==> src/rtl/frame_sequencer_pkg.sv <==
// smash_pkg: shared state encoding, default timing constants and counter
// widths for the frame sequencer and its timer.
package smash_pkg;

  typedef logic [2:0] seq_state_t;

  localparam seq_state_t ST_IDLE   = 3'd0;
  localparam seq_state_t ST_SAMPLE = 3'd1;
  localparam seq_state_t ST_PHYS   = 3'd2;
  localparam seq_state_t ST_COLL   = 3'd3;
  localparam seq_state_t ST_VGA    = 3'd4;

  localparam int PHYS_TIMEOUT_DEF = 1023;
  localparam int COLL_WAIT_DEF    = 2;
  localparam int FRAME_COUNT_W    = 32;

  // The shared timer is loaded with (count - 1), so it needs clog2(max) bits.
  function automatic int timerWidth(input int a, input int b);
    int m;
    m = (a > b) ? a : b;
    return (m < 2) ? 1 : $clog2(m);
  endfunction

endpackage

==> src/rtl/frame_sequencer_if.sv <==
// Control/status bundle between the game CPU side (master) and the
// frame sequencer (slave).
interface frame_sequencer_if;

  logic frame_tick;
  logic freeze;
  logic phys_done;
  logic clr_status;
  logic ctrl_sample;
  logic phys_step;
  logic coll_latch;
  logic vga_latch;
  logic busy;
  logic overrun;
  logic timeout;
  logic [smash_pkg::FRAME_COUNT_W-1:0] frame_count;

  modport master (
    output frame_tick, freeze, phys_done, clr_status,
    input  ctrl_sample, phys_step, coll_latch, vga_latch,
    input  busy, overrun, timeout, frame_count
  );

  modport slave (
    input  frame_tick, freeze, phys_done, clr_status,
    output ctrl_sample, phys_step, coll_latch, vga_latch,
    output busy, overrun, timeout, frame_count
  );

endinterface

==> src/rtl/frame_sequencer_seq_timer.sv <==
// seq_timer: loadable down-counter with a zero flag; it saturates at zero.
module seq_timer #(
  parameter int WIDTH = 4
) (
  input  logic             clock,
  input  logic             reset,
  input  logic             load_i,
  input  logic [WIDTH-1:0] loadValue_i,
  input  logic             en_i,
  output logic             zero_o
);

  logic [WIDTH-1:0] count_q, count_d;

  always_comb begin
    count_d = count_q;
    if (load_i) begin
      count_d = loadValue_i;
    end else if (en_i && (count_q != '0)) begin
      count_d = count_q - WIDTH'(1);
    end
  end

  always_ff @(posedge clock or posedge reset) begin
    if (reset) begin
      count_q <= '0;
    end else begin
      count_q <= count_d;
    end
  end

  assign zero_o = (count_q == '0);

endmodule

==> src/rtl/frame_sequencer.sv <==
// frame_sequencer: per-frame SAMPLE -> PHYS -> COLL -> VGA strobe sequencer.
// Define FRAME_SEQ_TIMEOUT_EN to compile in the PHYS timeout and sticky timeout flag.
module frame_sequencer
  import smash_pkg::*;
#(
  parameter int PHYS_TIMEOUT = PHYS_TIMEOUT_DEF,
  parameter int COLL_WAIT    = COLL_WAIT_DEF
) (
  input logic              clock,
  input logic              reset,
  frame_sequencer_if.slave bus
);

  localparam int TimerW = timerWidth(PHYS_TIMEOUT, COLL_WAIT);

  seq_state_t               state_q, state_d;
  logic                     physFirst_q, physFirst_d;
  logic                     overrun_q, overrun_d;
  logic [FRAME_COUNT_W-1:0] frameCount_q, frameCount_d;
  logic                     timerLoad, timerEn, timerZero;
  logic [TimerW-1:0]        timerLoadValue;
  logic                     physTimedOut, physExit;

  seq_timer #(.WIDTH(TimerW)) u_timer (
    .clock       (clock),
    .reset       (reset),
    .load_i      (timerLoad),
    .loadValue_i (timerLoadValue),
    .en_i        (timerEn),
    .zero_o      (timerZero)
  );

`ifdef FRAME_SEQ_TIMEOUT_EN
  assign physTimedOut = (state_q == ST_PHYS) && !bus.phys_done && timerZero;
`else
  assign physTimedOut = 1'b0;
`endif
  assign physExit = (state_q == ST_PHYS) && (bus.phys_done || physTimedOut);

  // The one timer is reused: PHYS budget on entry to PHYS, settle wait on entry to COLL.
  always_comb begin
    state_d        = state_q;
    timerLoad      = 1'b0;
    timerLoadValue = '0;
    timerEn        = 1'b0;
    case (state_q)
      ST_IDLE: begin
        if (bus.frame_tick && !bus.freeze) state_d = ST_SAMPLE;
      end
      ST_SAMPLE: begin
        state_d = ST_PHYS;
`ifdef FRAME_SEQ_TIMEOUT_EN
        timerLoad      = 1'b1;
        timerLoadValue = TimerW'(PHYS_TIMEOUT - 1);
`endif
      end
      ST_PHYS: begin
        if (physExit) begin
          state_d        = ST_COLL;
          timerLoad      = 1'b1;
          timerLoadValue = TimerW'(COLL_WAIT - 1);
        end else begin
          timerEn = 1'b1;
        end
      end
      ST_COLL: begin
        if (timerZero) state_d = ST_VGA;
        else           timerEn = 1'b1;
      end
      ST_VGA:  state_d = ST_IDLE;
      default: state_d = ST_IDLE;
    endcase
  end

  // Sticky flags: a set in the same cycle as clr_status takes priority.
  always_comb begin
    physFirst_d  = (state_q == ST_SAMPLE);
    overrun_d    = overrun_q;
    frameCount_d = frameCount_q;
    if (bus.frame_tick && (state_q != ST_IDLE)) overrun_d = 1'b1;
    else if (bus.clr_status)                    overrun_d = 1'b0;
    if (state_q == ST_VGA) frameCount_d = frameCount_q + FRAME_COUNT_W'(1);
  end

  always_ff @(posedge clock or posedge reset) begin
    if (reset) begin
      state_q      <= ST_IDLE;
      physFirst_q  <= 1'b0;
      overrun_q    <= 1'b0;
      frameCount_q <= '0;
    end else begin
      state_q      <= state_d;
      physFirst_q  <= physFirst_d;
      overrun_q    <= overrun_d;
      frameCount_q <= frameCount_d;
    end
  end

`ifdef FRAME_SEQ_TIMEOUT_EN
  logic timeout_q, timeout_d;

  always_comb begin
    timeout_d = timeout_q;
    if (physTimedOut)        timeout_d = 1'b1;
    else if (bus.clr_status) timeout_d = 1'b0;
  end

  always_ff @(posedge clock or posedge reset) begin
    if (reset) timeout_q <= 1'b0;
    else       timeout_q <= timeout_d;
  end

  assign bus.timeout = timeout_q;
`else
  assign bus.timeout = 1'b0;
`endif

  assign bus.ctrl_sample = (state_q == ST_SAMPLE);
  assign bus.phys_step   = physFirst_q;
  assign bus.coll_latch  = (state_q == ST_COLL) && timerZero;
  assign bus.vga_latch   = (state_q == ST_VGA);
  assign bus.busy        = (state_q != ST_IDLE);
  assign bus.overrun     = overrun_q;
  assign bus.frame_count = frameCount_q;

endmodule

==> src/flat_wrapper.sv <==
// flat-port wrapper written by rule: the top's interface ports become plain ports
module frame_sequencer_flat import smash_pkg::*;
#(
  parameter int PHYS_TIMEOUT = PHYS_TIMEOUT_DEF,
  parameter int COLL_WAIT    = COLL_WAIT_DEF
)
  (clock, reset, bus_frame_tick, bus_freeze, bus_phys_done, bus_clr_status, bus_ctrl_sample, bus_phys_step, bus_coll_latch, bus_vga_latch, bus_busy, bus_overrun, bus_timeout, bus_frame_count);
  frame_sequencer_if bus_i ();
  input logic clock;
  input logic reset;
  input wire logic [$bits(bus_i.frame_tick)-1:0] bus_frame_tick;
  input wire logic [$bits(bus_i.freeze)-1:0] bus_freeze;
  input wire logic [$bits(bus_i.phys_done)-1:0] bus_phys_done;
  input wire logic [$bits(bus_i.clr_status)-1:0] bus_clr_status;
  output wire logic [$bits(bus_i.ctrl_sample)-1:0] bus_ctrl_sample;
  output wire logic [$bits(bus_i.phys_step)-1:0] bus_phys_step;
  output wire logic [$bits(bus_i.coll_latch)-1:0] bus_coll_latch;
  output wire logic [$bits(bus_i.vga_latch)-1:0] bus_vga_latch;
  output wire logic [$bits(bus_i.busy)-1:0] bus_busy;
  output wire logic [$bits(bus_i.overrun)-1:0] bus_overrun;
  output wire logic [$bits(bus_i.timeout)-1:0] bus_timeout;
  output wire logic [$bits(bus_i.frame_count)-1:0] bus_frame_count;
  assign bus_i.frame_tick = bus_frame_tick;
  assign bus_i.freeze = bus_freeze;
  assign bus_i.phys_done = bus_phys_done;
  assign bus_i.clr_status = bus_clr_status;
  assign bus_ctrl_sample = bus_i.ctrl_sample;
  assign bus_phys_step = bus_i.phys_step;
  assign bus_coll_latch = bus_i.coll_latch;
  assign bus_vga_latch = bus_i.vga_latch;
  assign bus_busy = bus_i.busy;
  assign bus_overrun = bus_i.overrun;
  assign bus_timeout = bus_i.timeout;
  assign bus_frame_count = bus_i.frame_count;
  frame_sequencer #(.PHYS_TIMEOUT(PHYS_TIMEOUT), .COLL_WAIT(COLL_WAIT)) u_core (.clock(clock), .reset(reset), .bus(bus_i));
endmodule
==> config.mk <==
export PLATFORM = sky130hd
export DESIGN_NAME = frame_sequencer_flat
export DESIGN_NICKNAME = d
export VERILOG_FILES = /design/src/rtl/frame_sequencer_pkg.sv /design/src/rtl/frame_sequencer_if.sv /design/src/rtl/frame_sequencer_seq_timer.sv /design/src/rtl/frame_sequencer.sv /design/src/flat_wrapper.sv
export SDC_FILE = /design/constraint.sdc
export NUM_CORES = 1
export LEC_CHECK = 0
export ABC_CLOCK_PERIOD_IN_PS = 4200
export BUFFER_PORTS_ARGS = -buffer_cell sky130_fd_sc_hd__buf_2
export CORE_MARGIN = 2
export CORE_UTILIZATION = 57
export DETAILED_ROUTE_END_ITERATION = 8
export PLACE_DENSITY = 0.82
export SKIP_CTS_REPAIR_TIMING = 1
export SKIP_LAST_GASP = 1
export SYNTH_ARGS = -nofsm -noshare
export SYNTH_HDL_FRONTEND = slang
export SYNTH_SLANG_ARGS = --single-unit
==> constraint.sdc <==
create_clock -name clock -period 4.2 [get_ports clock]
set_clock_uncertainty 0.2 [all_clocks]
set_input_delay 0.63 -clock clock [delete_from_list [all_inputs] [get_ports clock]]
set_output_delay 0.63 -clock clock [all_outputs]
set_load 0.01 [all_outputs]
==> impl_metrics.tcl <==
set metrics [dict create \
    outcome "completed" \
    p_int_uw 820.1 \
    ys.flop_type "dfrtp_1" \
    crit_family "simple AND/OR/NAND/NOR gates" \
    netSwitchingPower_uw 402.1 \
    drtPass1Iterations 4 \
    fin_area_mm2 0.002643 \
    hold_path_end "u_core.bus.frame_count[12]" \
    gr-usage-met1_pct 28.57 \
    path_class "reg2out" \
    dp_cells 298 \
    hold_viol 0 \
    grt_max_degree 48 \
    rsz0062_at_grt "no" \
    post_dp_cell_area_mm2 0.002539 \
    yosys.area.top_type "dfrtp_1" \
    antenna_found_initial 0 \
    grt_first_pass_wirelength_um 7017 \
    instances_no_fill 306 \
    fp.dieW_um 67.69 \
    drt-initial-drc-count 137 \
    insertedDiodeCount 0 \
    rr_endpoint "u_core.bus.frame_count[17]" \
    cts_sinks 47 \
    fp-row-count 23 \
    period_needed_ns 2.705 \
    r2r_start "u_core.state_q[1]" \
    maxCapViolations 0 \
    arrival_ns 1.88 \
    r2r_slack_ns 1.97 \
    slowest_stage "dfrtp_1" \
    grt-ovfl-total 0 \
    cts_buffers 5 \
    ys_top_cells_by_area "dfrtp_1, xnor2_1, xor2_1" \
    finalCritPeriodShare_pct 64.42 \
    detail_route.vias_per_cell 5.565 \
    max_stage_delay_ns 0.42 \
    synth_seq_cells 47 \
    place.gp.congestion 0.7881 \
    vias 1703 \
    switching_share_pct 32.90 \
    path_buf_inv 2 \
    clk_pin_slew_ns 0.09 \
    cts_tree "yes" \
    report.final.slew_viol_count 0 \
    vdd_drop_max_mv 0.3375 \
    power.density_mw_per_mm2 462.5 \
    power_frac_clock_pct 24.7 \
    setup_tns_ns 0 \
    met2_usage_pct 30.64 \
    port_buffers 43 \
    finalSetupViolations 0 \
    seq_power_share_pct 48.6 \
    synth_warnings 0 \
    required_ns 3.37 \
    die_area_mm2 0.004582 \
    reg2regPathDepth 4 \
    grt_usage_pct 20.55 \
    insertion_delay_ns 0.30 \
    gr-usage-met3_pct 3.500 \
    grt_pass1_vias 1588 \
    cts.path.max_buffers 2 \
    worstSetupEndpointType "output pin" \
    fin_nets 263 \
    drt-total-wl_um 4314 \
    top_usage_layer "met2" \
    min_from "u_core.bus.frame_count[12]" \
    syn_area_mm2 0.002312 \
    dp_hpwl_um 3039 \
    initial_core_util_pct 58.65 \
    ys_seq_area_share_pct 50.87 \
    htreeDepth 2 \
    hold_depth 1 \
    worst_pin_slew_ns 0.9597 \
    min_path_type "reg2reg" \
    drive_gt1_share_pct 25.00 \
    root_buffer "clkbuf_8" \
    die_y_um 67.69 \
    drc 0 \
    synth_edf_count 0 \
    worstPathCellList "inv_1 > ha_1 > nor3b_2 > and3_2 > and3_1 > buf_2" \
    syn_avg_cell_area_um2 10.86 \
    synth_top_area_share_pct 50.87 \
    total_power_mw 1.222 \
    syn_nets 221 \
    async_flop_share_pct 100.0 \
    wl_per_cell_um 14.10 \
    slew_headroom_pct 35.93 \
    area_delta_synth_final_pct 14.29 \
    cp_max_fo 7 \
    pwr-share-comb_pct 26.7 \
    ios 45 \
    leakage_nw 1.374 \
    ant_nets 0 \
    max_freq_mhz 369.6 \
    syn_inst 213 \
    synth.distinct_cells 44 \
    core_mm2 0.003943 \
    start_kind "register" \
]
-- stage by stage --
step,setup WS [ns],hold WS (ns),utilization [%]
2_1_floorplan,2.020,0.3074,-
3_3_place_gp,1.887,0.2568,64.39
3_5_place_dp,1.823,0.2723,64.39
4_1_cts,1.488,0.2840,67.03
5_1_grt,1.362,0.3082,67.03
6_report,1.495,0.2816,67.03
-- final cells by class --
cell class	instances	area, µm²
multi-input cells	150	1055
fillers	299	1300
well taps	50	62.56
clock buffers	7	96.34
clock inverters	1	7.507
inverters	8	30.03
repair buffers	43	215.2
flip-flops and latches	47	1176
-- sequential cells by signal, summed over array words and instances (netlist names) --
name and flops:
u_core.bus.frame_count 32, u_core.u_timer.count_q 10, u_core.bus.overrun 1, u_core.bus.phys_step 1, u_core.state_q 3
-- routing by layer --
layer / up-vias / routed length [µm]
met5: - / 0
met4: 0 / 96
met3: 9 / 197
met2: 42 / 1987
met1: 818 / 2032
li1: 834 / -
-- cells in the mapped netlist (2+ instances only) --
library cell,n
ha_1,2
or4_1,3
mux2i_1,2
a21oi_1,3
clkbuf_1,3
dfrtp_1,47
nor4_4,2
buf_2,2
nand2_1,15
nand4_1,13
buf_6,2
and3_1,7
or3_1,3
nor2_1,13
a211oi_1,2
inv_1,8
xor2_1,10
nor3_1,6
xnor2_1,23
nand2b_1,3
nand3_1,13
and2_1,4
and4_1,4
o21ai_0,2
a31oi_1,2
-- cell families (layout without fill, tap and decap cells) --
group / Yosys count / count (layout) / share of synthesized area, %
other: 1 / 1 / 0.1622
AOI/OAI and AO/OA: 15 / 15 / 4.870
muxes: 3 / 3 / 1.353
adders and majority gates: 2 / 2 / 1.082
buffers and inverters: 16 / 59 / 3.517
xor gates and xnor gates: 33 / 33 / 12.50
and+or+nand+nor: 96 / 96 / 25.65
DFF: 47 / 47 / 50.87
-- worst max path at each step --
stage	from	to	slack, ns	cells after the start
final	u_core.u_timer.count_q[0]	bus_coll_latch	1.49	6
after floorplan	u_core.u_timer.count_q[0]	bus_coll_latch	2.02	5
after detailed placement	u_core.u_timer.count_q[0]	bus_coll_latch	1.82	6
after global routing	u_core.u_timer.count_q[0]	bus_coll_latch	1.36	6
after CTS	u_core.u_timer.count_q[0]	bus_coll_latch	1.49	6
after global placement	u_core.u_timer.count_q[0]	bus_coll_latch	1.89	6
-- power groups by stage --
stage | Combinational (mW) | Clock, mW | Sequential [mW]
CTS | 0.330 | 0.307 | 0.594
floorplan | 0.300 | 0 | 0.571
detailed placement | 0.329 | 0 | 0.602
global route | 0.367 | 0.323 | 0.606
finish | 0.326 | 0.302 | 0.594
global placement | 0.323 | 0 | 0.600
-- placed cells by master, fill, tap and decap left out, drive strengths merged, types with 3 or more instances in the layout --
cell	instances
nand2b	3
nand2	15
nor2	13
nor4	3
dfrtp	47
nand3	13
nand4	13
buf	43
or3	4
and2	4
clkbuf	7
xnor2	23
inv	8
and4	4
xor2	10
and3	8
nor3	6
a21oi	3
or4	3
(Power assumes the default switching activity.)
